File: src/rtl/guess_pkg.sv
// ----------------------------------------------------------------------------
// guess_pkg
// Shared types and constants for the number-guessing player datapath.
//   state_e      : engine state (IDLE / DRAW / PLAY / LOCK)
//   hint_e       : hint encoding driven on the hint output
//   LIMIT_*D     : exclusive upper bound of the secret for 1/2/3 digits
//   digit_mask   : LFSR bit mask used to form a draw candidate
//   digit_limit  : exclusive upper bound selected by max_digit
// ----------------------------------------------------------------------------
package guess_pkg;

  typedef enum logic [1:0] {
    IDLE = 2'd0,
    DRAW = 2'd1,
    PLAY = 2'd2,
    LOCK = 2'd3
  } state_e;

  typedef enum logic [1:0] {
    H_NONE = 2'b00,
    H_LOW  = 2'b01,
    H_HIGH = 2'b10,
    H_EQ   = 2'b11
  } hint_e;

  localparam logic [9:0] LIMIT_1D = 10'd10;
  localparam logic [9:0] LIMIT_2D = 10'd100;
  localparam logic [9:0] LIMIT_3D = 10'd1000;

  // Narrowest power-of-two mask that covers the digit range, so rejection
  // sampling accepts the candidate with high probability.
  function automatic logic [9:0] digit_mask(input logic [1:0] max_digit);
    logic [9:0] m;
    case (max_digit)
      2'd1:    m = 10'h00F;
      2'd2:    m = 10'h07F;
      2'd3:    m = 10'h3FF;
      default: m = 10'h000;
    endcase
    return m;
  endfunction

  function automatic logic [9:0] digit_limit(input logic [1:0] max_digit);
    logic [9:0] l;
    case (max_digit)
      2'd1:    l = LIMIT_1D;
      2'd2:    l = LIMIT_2D;
      2'd3:    l = LIMIT_3D;
      default: l = 10'd0;
    endcase
    return l;
  endfunction

endpackage

File: src/rtl/lfsr10.sv
// ----------------------------------------------------------------------------
// lfsr10
// Free-running 10-bit Fibonacci LFSR, polynomial x^10 + x^7 + 1 (maximal
// length, 1023 states). Advances every clock; SEED must be non-zero.
// Ports:
//   clk     : system clock
//   restart : synchronous active-high reset, loads SEED
//   q       : current register value
// ----------------------------------------------------------------------------
module lfsr10 #(
  parameter logic [9:0] SEED = 10'h2A5
) (
  input  logic       clk,
  input  logic       restart,
  output logic [9:0] q
);

  logic [9:0] q_q;
  logic [9:0] q_d;

  // Shift left, feeding back the XOR of taps 10 and 7.
  always_comb begin
    q_d = {q_q[8:0], q_q[9] ^ q_q[6]};
  end

  // Shift register with synchronous reload of the seed.
  always_ff @(posedge clk) begin
    if (restart) begin
      q_q <= SEED;
    end else begin
      q_q <= q_d;
    end
  end

  assign q = q_q;

endmodule

File: src/rtl/guess_engine.sv
// ----------------------------------------------------------------------------
// guess_engine
// Player-side datapath of the number-guessing game: draws a secret, grades
// confirmed entries, counts guesses/rounds and runs the seconds countdown.
// Build option: define GUESS_ENGINE_REVEAL_EN to add secret_out (debug view
// of the registered secret); without it the secret never leaves the block.
// Ports:
//   clk           : system clock
//   restart       : synchronous active-high reset
//   max_guess     : allowed wrong guesses at this level
//   max_digit     : secret digit count (0 = no level)
//   guess_val     : player entry, unsigned binary
//   comfirmButton : raw confirm button, one evaluation per rising level
//   guess         : guesses used in the current round
//   round         : rounds won at the current level
//   timer         : seconds remaining
//   hint          : 00 none, 01 too low, 10 too high, 11 correct
//   busy          : high while drawing a secret
//   secret_out    : (reveal build only) registered secret
// ----------------------------------------------------------------------------
module guess_engine
  import guess_pkg::*;
#(
  parameter int unsigned CLK_HZ         = 50_000_000,
  parameter int unsigned SECS_PER_DIGIT = 30,
  parameter logic [9:0]  LFSR_SEED      = 10'h2A5
) (
  input  logic       clk,
  input  logic       restart,
  input  logic [2:0] max_guess,
  input  logic [1:0] max_digit,
  input  logic [9:0] guess_val,
  input  logic       comfirmButton,
  output logic [2:0] guess,
  output logic [2:0] round,
  output logic [6:0] timer,
  output logic [1:0] hint,
  output logic       busy
`ifdef GUESS_ENGINE_REVEAL_EN
  ,
  output logic [9:0] secret_out
`endif
);

  localparam logic [31:0] PRESC_TC = 32'(CLK_HZ - 32'd1);

  state_e      state_q, state_d;
  logic [2:0]  guess_q, guess_d;
  logic [2:0]  round_q, round_d;
  logic [6:0]  timer_q, timer_d;
  hint_e       hint_q, hint_d;
  logic        busy_q, busy_d;
  logic [9:0]  secret_q, secret_d;
  logic [31:0] presc_q, presc_d;
  logic [1:0]  prev_digit_q;
  logic        prev_btn_q;

  logic [9:0]  lfsr_s;
  logic [9:0]  cand_s;
  logic        cand_ok_s;
  logic        level_chg_s;
  logic        confirm_s;
  logic        running_s;
  logic        tick_s;
  logic        expire_s;
  logic        eval_s;
  logic        match_s;
  logic        draw_hit_s;
  logic [2:0]  guess_inc_s;
  logic [2:0]  round_inc_s;
  logic [6:0]  timer_load_s;

  lfsr10 #(.SEED(LFSR_SEED)) u_lfsr (
    .clk     (clk),
    .restart (restart),
    .q       (lfsr_s)
  );

  assign level_chg_s  = (max_digit != prev_digit_q);
  assign confirm_s    = comfirmButton & ~prev_btn_q;
  assign running_s    = (state_q == DRAW) || (state_q == PLAY);
  assign tick_s       = running_s && (presc_q == PRESC_TC);
  // Expiry is the tick that takes the timer to zero; a zero timer while
  // running (degenerate SECS_PER_DIGIT) also counts as expired.
  assign expire_s     = running_s && ((timer_q == 7'd0) || (tick_s && (timer_q == 7'd1)));
  assign cand_s       = lfsr_s & digit_mask(max_digit);
  assign cand_ok_s    = (cand_s < digit_limit(max_digit));
  // Expiry outranks both grading and drawing in the same cycle.
  assign eval_s       = (state_q == PLAY) && confirm_s && !expire_s;
  assign draw_hit_s   = (state_q == DRAW) && cand_ok_s && !expire_s;
  assign match_s      = (guess_val == secret_q);
  assign guess_inc_s  = (guess_q == 3'd7) ? 3'd7 : (guess_q + 3'd1);
  assign round_inc_s  = (round_q == 3'd7) ? 3'd7 : (round_q + 3'd1);
  assign timer_load_s = 7'({30'd0, max_digit} * SECS_PER_DIGIT);

  // FSM state register.
  always_ff @(posedge clk) begin
    if (restart) begin
      state_q <= IDLE;
    end else begin
      state_q <= state_d;
    end
  end

  // FSM next state: level change, then expiry, then per-state behaviour.
  always_comb begin
    state_d = state_q;
    if (level_chg_s) begin
      if (max_digit == 2'd0) begin
        state_d = IDLE;
      end else begin
        state_d = DRAW;
      end
    end else if (expire_s) begin
      state_d = LOCK;
    end else begin
      case (state_q)
        IDLE: state_d = IDLE;
        DRAW: begin
          if (cand_ok_s) begin
            state_d = PLAY;
          end else begin
            state_d = DRAW;
          end
        end
        PLAY: begin
          if (eval_s && match_s) begin
            state_d = DRAW;
          end else if (eval_s && (guess_inc_s > max_guess)) begin
            state_d = LOCK;
          end else begin
            state_d = PLAY;
          end
        end
        LOCK:    state_d = LOCK;
        default: state_d = IDLE;
      endcase
    end
  end

  // Output/datapath next values: level reload, countdown, grading, draw.
  always_comb begin
    guess_d  = guess_q;
    round_d  = round_q;
    timer_d  = timer_q;
    hint_d   = hint_q;
    presc_d  = presc_q;
    secret_d = secret_q;
    busy_d   = (state_d == DRAW);
    if (level_chg_s) begin
      guess_d = 3'd0;
      round_d = 3'd0;
      hint_d  = H_NONE;
      timer_d = timer_load_s;
      presc_d = 32'd0;
    end else begin
      if (running_s) begin
        if (tick_s) begin
          presc_d = 32'd0;
          if (timer_q != 7'd0) begin
            timer_d = timer_q - 7'd1;
          end else begin
            timer_d = timer_q;
          end
        end else begin
          presc_d = presc_q + 32'd1;
        end
      end else begin
        presc_d = presc_q;
      end

      if (eval_s) begin
        if (match_s) begin
          hint_d  = H_EQ;
          round_d = round_inc_s;
          guess_d = 3'd0;
        end else if (guess_val < secret_q) begin
          hint_d  = H_LOW;
          guess_d = guess_inc_s;
        end else begin
          hint_d  = H_HIGH;
          guess_d = guess_inc_s;
        end
      end else begin
        guess_d = guess_q;
      end

      if (draw_hit_s) begin
        secret_d = cand_s;
      end else begin
        secret_d = secret_q;
      end
    end
  end

  // Datapath and output registers.
  always_ff @(posedge clk) begin
    if (restart) begin
      guess_q      <= 3'd0;
      round_q      <= 3'd0;
      timer_q      <= 7'd0;
      hint_q       <= H_NONE;
      busy_q       <= 1'b0;
      secret_q     <= 10'd0;
      presc_q      <= 32'd0;
      prev_digit_q <= 2'd0;
      prev_btn_q   <= 1'b0;
    end else begin
      guess_q      <= guess_d;
      round_q      <= round_d;
      timer_q      <= timer_d;
      hint_q       <= hint_d;
      busy_q       <= busy_d;
      secret_q     <= secret_d;
      presc_q      <= presc_d;
      prev_digit_q <= max_digit;
      prev_btn_q   <= comfirmButton;
    end
  end

  assign guess = guess_q;
  assign round = round_q;
  assign timer = timer_q;
  assign hint  = hint_q;
  assign busy  = busy_q;

`ifdef GUESS_ENGINE_REVEAL_EN
  assign secret_out = secret_q;
`endif

endmodule
File: config.mk
export PLATFORM = sky130hd
export DESIGN_NAME = guess_engine
export DESIGN_NICKNAME = d
export VERILOG_FILES = /design/src/rtl/guess_pkg.sv /design/src/rtl/lfsr10.sv /design/src/rtl/guess_engine.sv
export SDC_FILE = /design/constraint.sdc
export NUM_CORES = 1
export LEC_CHECK = 0
export BUFFER_PORTS_ARGS = -buffer_cell sky130_fd_sc_hd__buf_2
export CELL_PAD_IN_SITES_DETAIL_PLACEMENT = 2
export CELL_PAD_IN_SITES_GLOBAL_PLACEMENT = 2
export CORE_ASPECT_RATIO = 0.8
export CORE_MARGIN = 2
export CORE_UTILIZATION = 39
export CTS_CLUSTER_DIAMETER = 150
export DETAILED_ROUTE_END_ITERATION = 8
export PLACE_DENSITY_LB_ADDON = 0.12
export RECOVER_POWER = 50
export SETUP_SLACK_MARGIN = 0.5
export SLEW_MARGIN = 20
export SYNTH_ARGS = -nofsm -noshare
export SYNTH_HDL_FRONTEND = slang
export SYNTH_SLANG_ARGS = --single-unit
File: constraint.sdc
create_clock -name clk -period 4.05 [get_ports clk]
set_input_delay 0.81 -clock clk [delete_from_list [all_inputs] [get_ports clk]]
set_output_delay 0.81 -clock clk [all_outputs]
set_load 0.005 [all_outputs]
==> results of run 1 <==
==> sequential cells by signal (all words and copies together), names as in the netlist <==
register / cells
busy: 1
guess: 3
hint: 2
presc_q: 32
prev_btn_q: 1
prev_digit_q: 2
round: 3
secret_q: 10
state_q: 2
timer: 7
u_lfsr.q: 10
==> routing by layer <==
metal / part of all wire / wire (um) / track usage
met5: 0 / 0 / 0
met4: 0.0095 / 102 / 0.04878
met3: 0.035 / 377 / 0.04123
met2: 0.44 / 4676 / 0.3274
met1: 0.52 / 5532 / 0.3154
==> cell type report <==
class | count | area, um2 | area share
inverter | 24 | 90.09 | 0.02091
tap | 119 | 148.9 | 0.03455
multi-input combinational | 321 | 2158 | 0.5009
sequential | 73 | 1461 | 0.3391
timing repair buffer | 35 | 167.7 | 0.03891
clock buffer | 11 | 252.7 | 0.05865
clock inverter | 5 | 30.03 | 0.006969
==> worst max-delay path, cell delays in order (launching register included) <==
cell,delay [ns]
dfxtp_1,0.38
inv_1,0.09
ha_1,0.44
and3_1,0.32
nand4_1,0.29
nor4_1,0.96
nand4_1,0.25
xor2_1,0.21
a211oi_1,0.23
==> cells in the final DEF, fill, tap and decap left out, drive strengths merged, types with 3 or more instances in the layout <==
cell / netlist / final
nand2b: 6 / 6
and3: 6 / 6
nand3: 19 / 19
o31ai: 3 / 3
nor4: 8 / 8
nand4b: 4 / 4
o21ai: 22 / 22
o21a: 4 / 4
a211oi: 6 / 6
and4bb: 3 / 3
or4: 4 / 4
clkbuf: 7 / 21
nand4: 15 / 15
buf: 7 / 25
a21oi: 24 / 24
nor2: 52 / 52
xnor2: 13 / 13
nand2: 21 / 21
clkinv: 0 / 3
inv: 24 / 24
or2: 7 / 7
and2: 4 / 4
xor2: 21 / 21
or3: 7 / 7
nor3: 11 / 11
nor2b: 10 / 10
ha: 29 / 29
dfxtp: 73 / 73
a31oi: 3 / 3
==> path summary, 6_finish.rpt <==
| kind | end | slack (ns) | depth (start not counted) |
|---|---|---|---|
| setup reg to reg | timer[5] | 0.77 | 8 |
| hold / removal | u_lfsr.q[5] | 0.44 | 1 |
| setup / recovery | timer[5] | 0.77 | 8 |
| hold reg to reg | u_lfsr.q[5] | 0.44 | 1 |
==> through the flow <==
stage	utilization	power [mW]	setup WS (ns)	hold WS, ns
2_1_floorplan	-	0.8732	1.233	0.4176
3_3_place_gp	0.4252	0.9156	0.8718	0.4355
3_5_place_dp	0.4252	0.9242	0.6659	0.4355
4_1_cts	0.4548	1.687	0.9648	0.4493
5_1_grt	0.4503	1.734	0.5082	0.4803
6_report	0.4503	1.664	0.7749	0.4449
==> power by group <==
part | switching (mW) | internal [mW] | leakage (nW)
Clock | 0.312 | 0.445 | 0.137
Combinational | 0.0948 | 0.0577 | 0.851
Sequential | 0.0172 | 0.738 | 0.594
==> Yosys cell counts, types with 3 or more instances <==
library cell	count	area (um2)
a211oi_1	6	45.04
a21oi_1	24	120.1
a31oi_1	3	18.77
and2_1	4	25.02
and3_1	5	31.28
and4bb_2	3	37.54
buf_2	5	25.02
clkbuf_1	7	26.28
dfxtp_1	73	1461
ha_1	29	362.9
inv_1	24	90.09
nand2_1	21	78.83
nand2b_1	6	37.54
nand3_1	19	95.09
nand4_1	13	81.33
nand4b_1	3	26.28
nor2_1	52	195.2
nor2b_1	10	62.56
nor3_1	11	55.05
nor4_1	3	18.77
nor4_4	3	63.81
o21a_1	4	30.03
o21ai_0	18	90.09
o21ai_1	4	20.02
o31ai_1	3	22.52
or2_2	7	43.79
or3_1	7	43.79
or4_1	3	22.52
xnor2_1	13	113.9
xor2_1	21	183.9
==> cell families after synthesis <==
logic type      count (synthesis)  synth area share
compound gates                 74            0.1175
xor+xnor                       34           0.07809
fa+ha+maj                      29           0.09514
buf+inv                        38           0.04298
flops                          73            0.3832
mux                             3          0.008202
simple gates                  181            0.2749
==> key figures, run 1 <==
Run status
  – Status: completed

Setup path
  – Critical path arrival: 3.51 ns
  – Critical Path Fanout Max: 9
  – Reg2reg start: state_q[1]
  – Critical Path Source: state_q[1]
  – Startpoint Class: register
  – CP Data Required Time: 4.28 ns
  – Critical path capture point type: register
  – Crit Path Class: reg -> reg

Floorplan
  – Row Count: 32
  – Initial core utilization: 0.3985
  – DIE HEIGHT: 92.45 um
  – Core box area: 0.009569 mm2
  – DIE AREA: 0.01059 mm2
  – Die Width: 114.6 um
  – I/O pin count: 34

Cells and area
  – Cell area after layout: 0.004309 mm2
  – Fillers: 1081
  – Final #Nets: 511
  – Final Instance Count excl. Fillers: 588
  – # diodes: 0
  – Layout Area Growth over Synthesis: 12.99%
  – Layout cell share with drive strength beyond 1: 0.1279

Routing
  – DR vias/cell: 5.520
  – WL per Instance: 18.18 um
  – Pre-antenna DRT Iters: 4
  – Post-DRT Antenna Nets: 0
  – DRC marker count from the first detailed-route iteration: 112
  – Drt total wl: 10690 um
  – Vias: 3246
  – Drt drc: 0

Synth
  – YS warnings: 0
  – Post-synth EDFFs: 0
  – Synth cell types: 51
  – Post-synthesis cell area: 0.003814 mm2
  – Sequential fraction of the synthesis area: 0.3832
  – Most used DFF post-synth: dfxtp_1
  – Synth async-reset ratio: 0
  – Post-synth net total: 479
  – Syn Inst Count: 432
  – Synth Register Bits: 73
  – Synth Area per Inst: 8.828 um2

Placement
  – # placed instances: 572
  – RD Place Congestion: 0.7643
  – Dpl cell area: 0.004069 mm2
  – Final HPWL DP: 8020 um
  – # port buffers: 33

Clocking
  – Clk Latency, worst-skew pair: 0.33 ns
  – TritonCTS clock tree: built
  – Clk sinks: 73
  – CTS hold repair buffers: 0
  – Total CTS buffers: 9
  – Bufs on Longest Clock Path: 2
  – Post-CTS Resized: 0
  – H-tree depth: 3
  – Setup Fix Bufs, Post-CTS: 0
  – CTS root buf: clkbuf_16
  – CTS clk-pin slew, worst paths: 0.06 ns

STA
  – Relative slew slack: 0.1356
  – Setup_tns: 0 ns
  – RSZ-0062 raised after global routing: no
  – Max Clock Freq: 0.3053 GHz
  – Fin Clk Skew: 0.004269 ns
  – Worst slew pin tran: 1.297 ns
  – Final setup fails: 0
  – Final period utilization: 0.8087
  – Final hold viol count: 0
  – Slew Viols, Final: 0
  – Tmin final: 3.275 ns

Power
  – P_leak: 1.583 nW
  – Power density cells: 386.2 mW/mm2
  – Maximum VDD drop: 0.2125 mV

Min path
  – Worst hold start: u_lfsr.q[4]
  – Min-delay worst type: reg -> reg

Global route
  – Global route overflow: 0
  – Antenna violations before repair: 0
  – Vias in the first global route: 3422
  – First-pass GRT wire length: 17900 um
  – Total Routing Usage GR: 0.2157
  – Largest net degree at the start of global routing: 31

Flow run
  – Maxcap violations: 0
No activity file was read; power rests on OpenSTA's default activity.
==> run 2: changes to the inputs <==
Settings changed: CORE_UTILIZATION 39 to 37.
Clock period 4.05 ns to 3.2 ns, I/O delays scaled along.
==> run 2 against run 1 <==
Clock skew up 0.0039 ns. Worst setup slack got worse by 0.35 ns. Clock-buffer cell count is 2 lower. Via count increased by 0.18%. Clock power increased by 44%. Maximum frequency increased by 18%. Global-route usage shrank 1.4 points. Critical path depth stayed put. Total power rose by 36%. Flip-flop and latch count did not move. Final cell count rose by 4.3%. Critical endpoint is now busy. Largest cell class unchanged.
==> key figures, run 2 (same netlist as run 1, synthesis figures left out) <==
Clocking
  – Total CTS buffers: 9
  – H-tree depth: 3
  – CTS clk-pin slew, worst paths: 0.06 ns
  – Clk Latency, worst-skew pair: 0.34 ns
  – CTS hold repair buffers: 0
  – Clk sinks: 73
  – CTS root buf: clkbuf_16
  – TritonCTS clock tree: built
  – Bufs on Longest Clock Path: 2

Power
  – P_leak: 1.611 nW
  – Power density cells: 505.1 mW/mm2
  – Maximum VDD drop: 0.2607 mV

Setup path
  – Critical path capture point type: register
  – Critical-path cell list: inv_1 -> ha_2 -> and3_2 -> nand4_4 -> nor4_2 -> a211oi_1 -> o31ai_2 -> o32ai_1
  – Crit Path Class: reg -> reg
  – Critical-path top delay cell: nor4_2
  – Critical Path Fanout Max: 9
  – Startpoint Class: register
  – CP Data Required Time: 3.37 ns
  – Reg2reg end: busy
  – Critical path arrival: 2.94 ns
  – Slowest stage delay, CP: 0.65 ns
  – Worst r2r path cells: 8
  – Worst reg2reg setup slack: 0.43 ns
  – Reg2reg start: state_q[0]

Cells and area
  – # diodes: 0
  – Most flops, register: presc_q
  – Reg area: 0.001461 mm2
  – Layout cell share with drive strength beyond 1: 0.1649
  – Multi-input gate area: 0.002225 mm2
  – Layout Area Growth over Synthesis: 17.32%
  – Most common cell after layout, fill and taps aside: dfxtp_1
  – Most frequent cells in the layout: dfxtp_1, nor2_1, ha_1
  – Largest register FFs: 32
  – Final #Nets: 515
  – Fillers: 1140

Global route
  – Vias in the first global route: 3396
  – Largest net degree at the start of global routing: 31
  – Global route overflow: 0
  – First-pass GRT wire length: 17780 um
  – Total Routing Usage GR: 0.2014
  – Antenna violations before repair: 0

STA
  – Worst slew pin tran: 1.304 ns
  – Worst setup margin: 0.4299 ns
  – Tmin final: 2.770 ns
  – RSZ-0062 raised after global routing: yes
  – Final period utilization: 0.8657
  – Final hold viol count: 0
  – Fin Clk Skew: 0.008212 ns
  – Setup_tns: 0 ns
  – Final setup fails: 0
  – Relative slew slack: 0.1306
  – Slew Viols, Final: 0
  – Max Clock Freq: 0.3610 GHz

Min path
  – Worst hold start: u_lfsr.q[1]
  – Min-delay worst type: reg -> reg
  – WHS Path Cells: 1
  – Hold path endpoint: u_lfsr.q[2]

Routing
  – Drt drc: 0
  – DR vias/cell: 5.305
  – Post-DRT Antenna Nets: 0
  – Drt total wl: 10740 um
  – Pre-antenna DRT Iters: 4
  – Vias: 3252
  – DRC marker count from the first detailed-route iteration: 102
  – WL per Instance: 17.52 um

Run status
  – Status: completed

Placement
  – # port buffers: 33
  – RD Place Congestion: 0.8210
  – Final HPWL DP: 7938 um
  – DP Worst Slack: -0.03734 ns

Floorplan
  – I/O pin count: 34
  – Initial core utilization: 0.3755
  – DIE AREA: 0.01114 mm2
  – DIE HEIGHT: 94.81 um
  – Die Width: 117.5 um
  – Row Count: 33
  – Core box area: 0.01016 mm2

Flow run
  – Maxcap violations: 0
-- run 2: cell type report --
type | count | area share
Clock buffer | 9 | 0.05034
Clock inverter | 7 | 0.02097
Inverter | 24 | 0.02013
Multi-Input combinational cell | 321 | 0.4972
Sequential cell | 73 | 0.3266
Tap cell | 140 | 0.03915
Timing Repair Buffer | 39 | 0.04558
-- run 2: how the worst max path moves through the flow --
stage,from,endpoint,slack (ns)
4_1_cts,state_q[0],presc_q[28],0.53
2_1_floorplan,max_digit[0],secret_q[5],0.55
6_report,state_q[0],busy,0.43
3_5_place_dp,max_digit[0],secret_q[5],-0.04
3_3_place_gp,max_digit[0],secret_q[5],0.18
5_1_grt,state_q[0],busy,0.24
-- run 2: per-layer routing --
metal,GRT usage,up-vias,wire (um)
li1,-,1587,-
met5,0,-,0
met2,0.3158,48,4647
met1,0.2837,1606,5655
met3,0.04348,11,327
met4,0.04819,0,107
-- run 2: per-stage QoR --
step	hold slack (ns)	power, mW	std cells	util	area (um2)
6_report	0.4569	2.260	613	0.4405	4474
5_1_grt	0.4635	2.345	613	0.4405	4474
4_1_cts	0.4615	2.274	611	0.4383	4452
3_5_place_dp	0.4437	1.175	595	0.4047	4110
3_3_place_gp	0.4430	1.163	595	0.4047	4110
2_1_floorplan	0.4176	1.105	432	-	3814
-- run 2: power breakdown --
part / total (mW) / switching [mW] / internal (mW)
Combinational: 0.214 / 0.127 / 0.0869
Clock: 1.09 / 0.407 / 0.682
Sequential: 0.957 / 0.0233 / 0.933
-- run 2: worst max-delay path: cells and delay by family (launching register included) --
kind,cells,cell delay [ns]
AO/OA/AOI/OAI,3,0.64
buffers and inverters,1,0.09
AND/OR/NAND/NOR,3,1.07
flip-flops,1,0.38
adder cells (fa/ha/maj),1,0.41
-- run 2: timing repair --
action,in CTS,in global routing
gates resized for setup,7,11
pin swaps,2,3
setup buffers,0,2
setup endpoints to repair,43,45
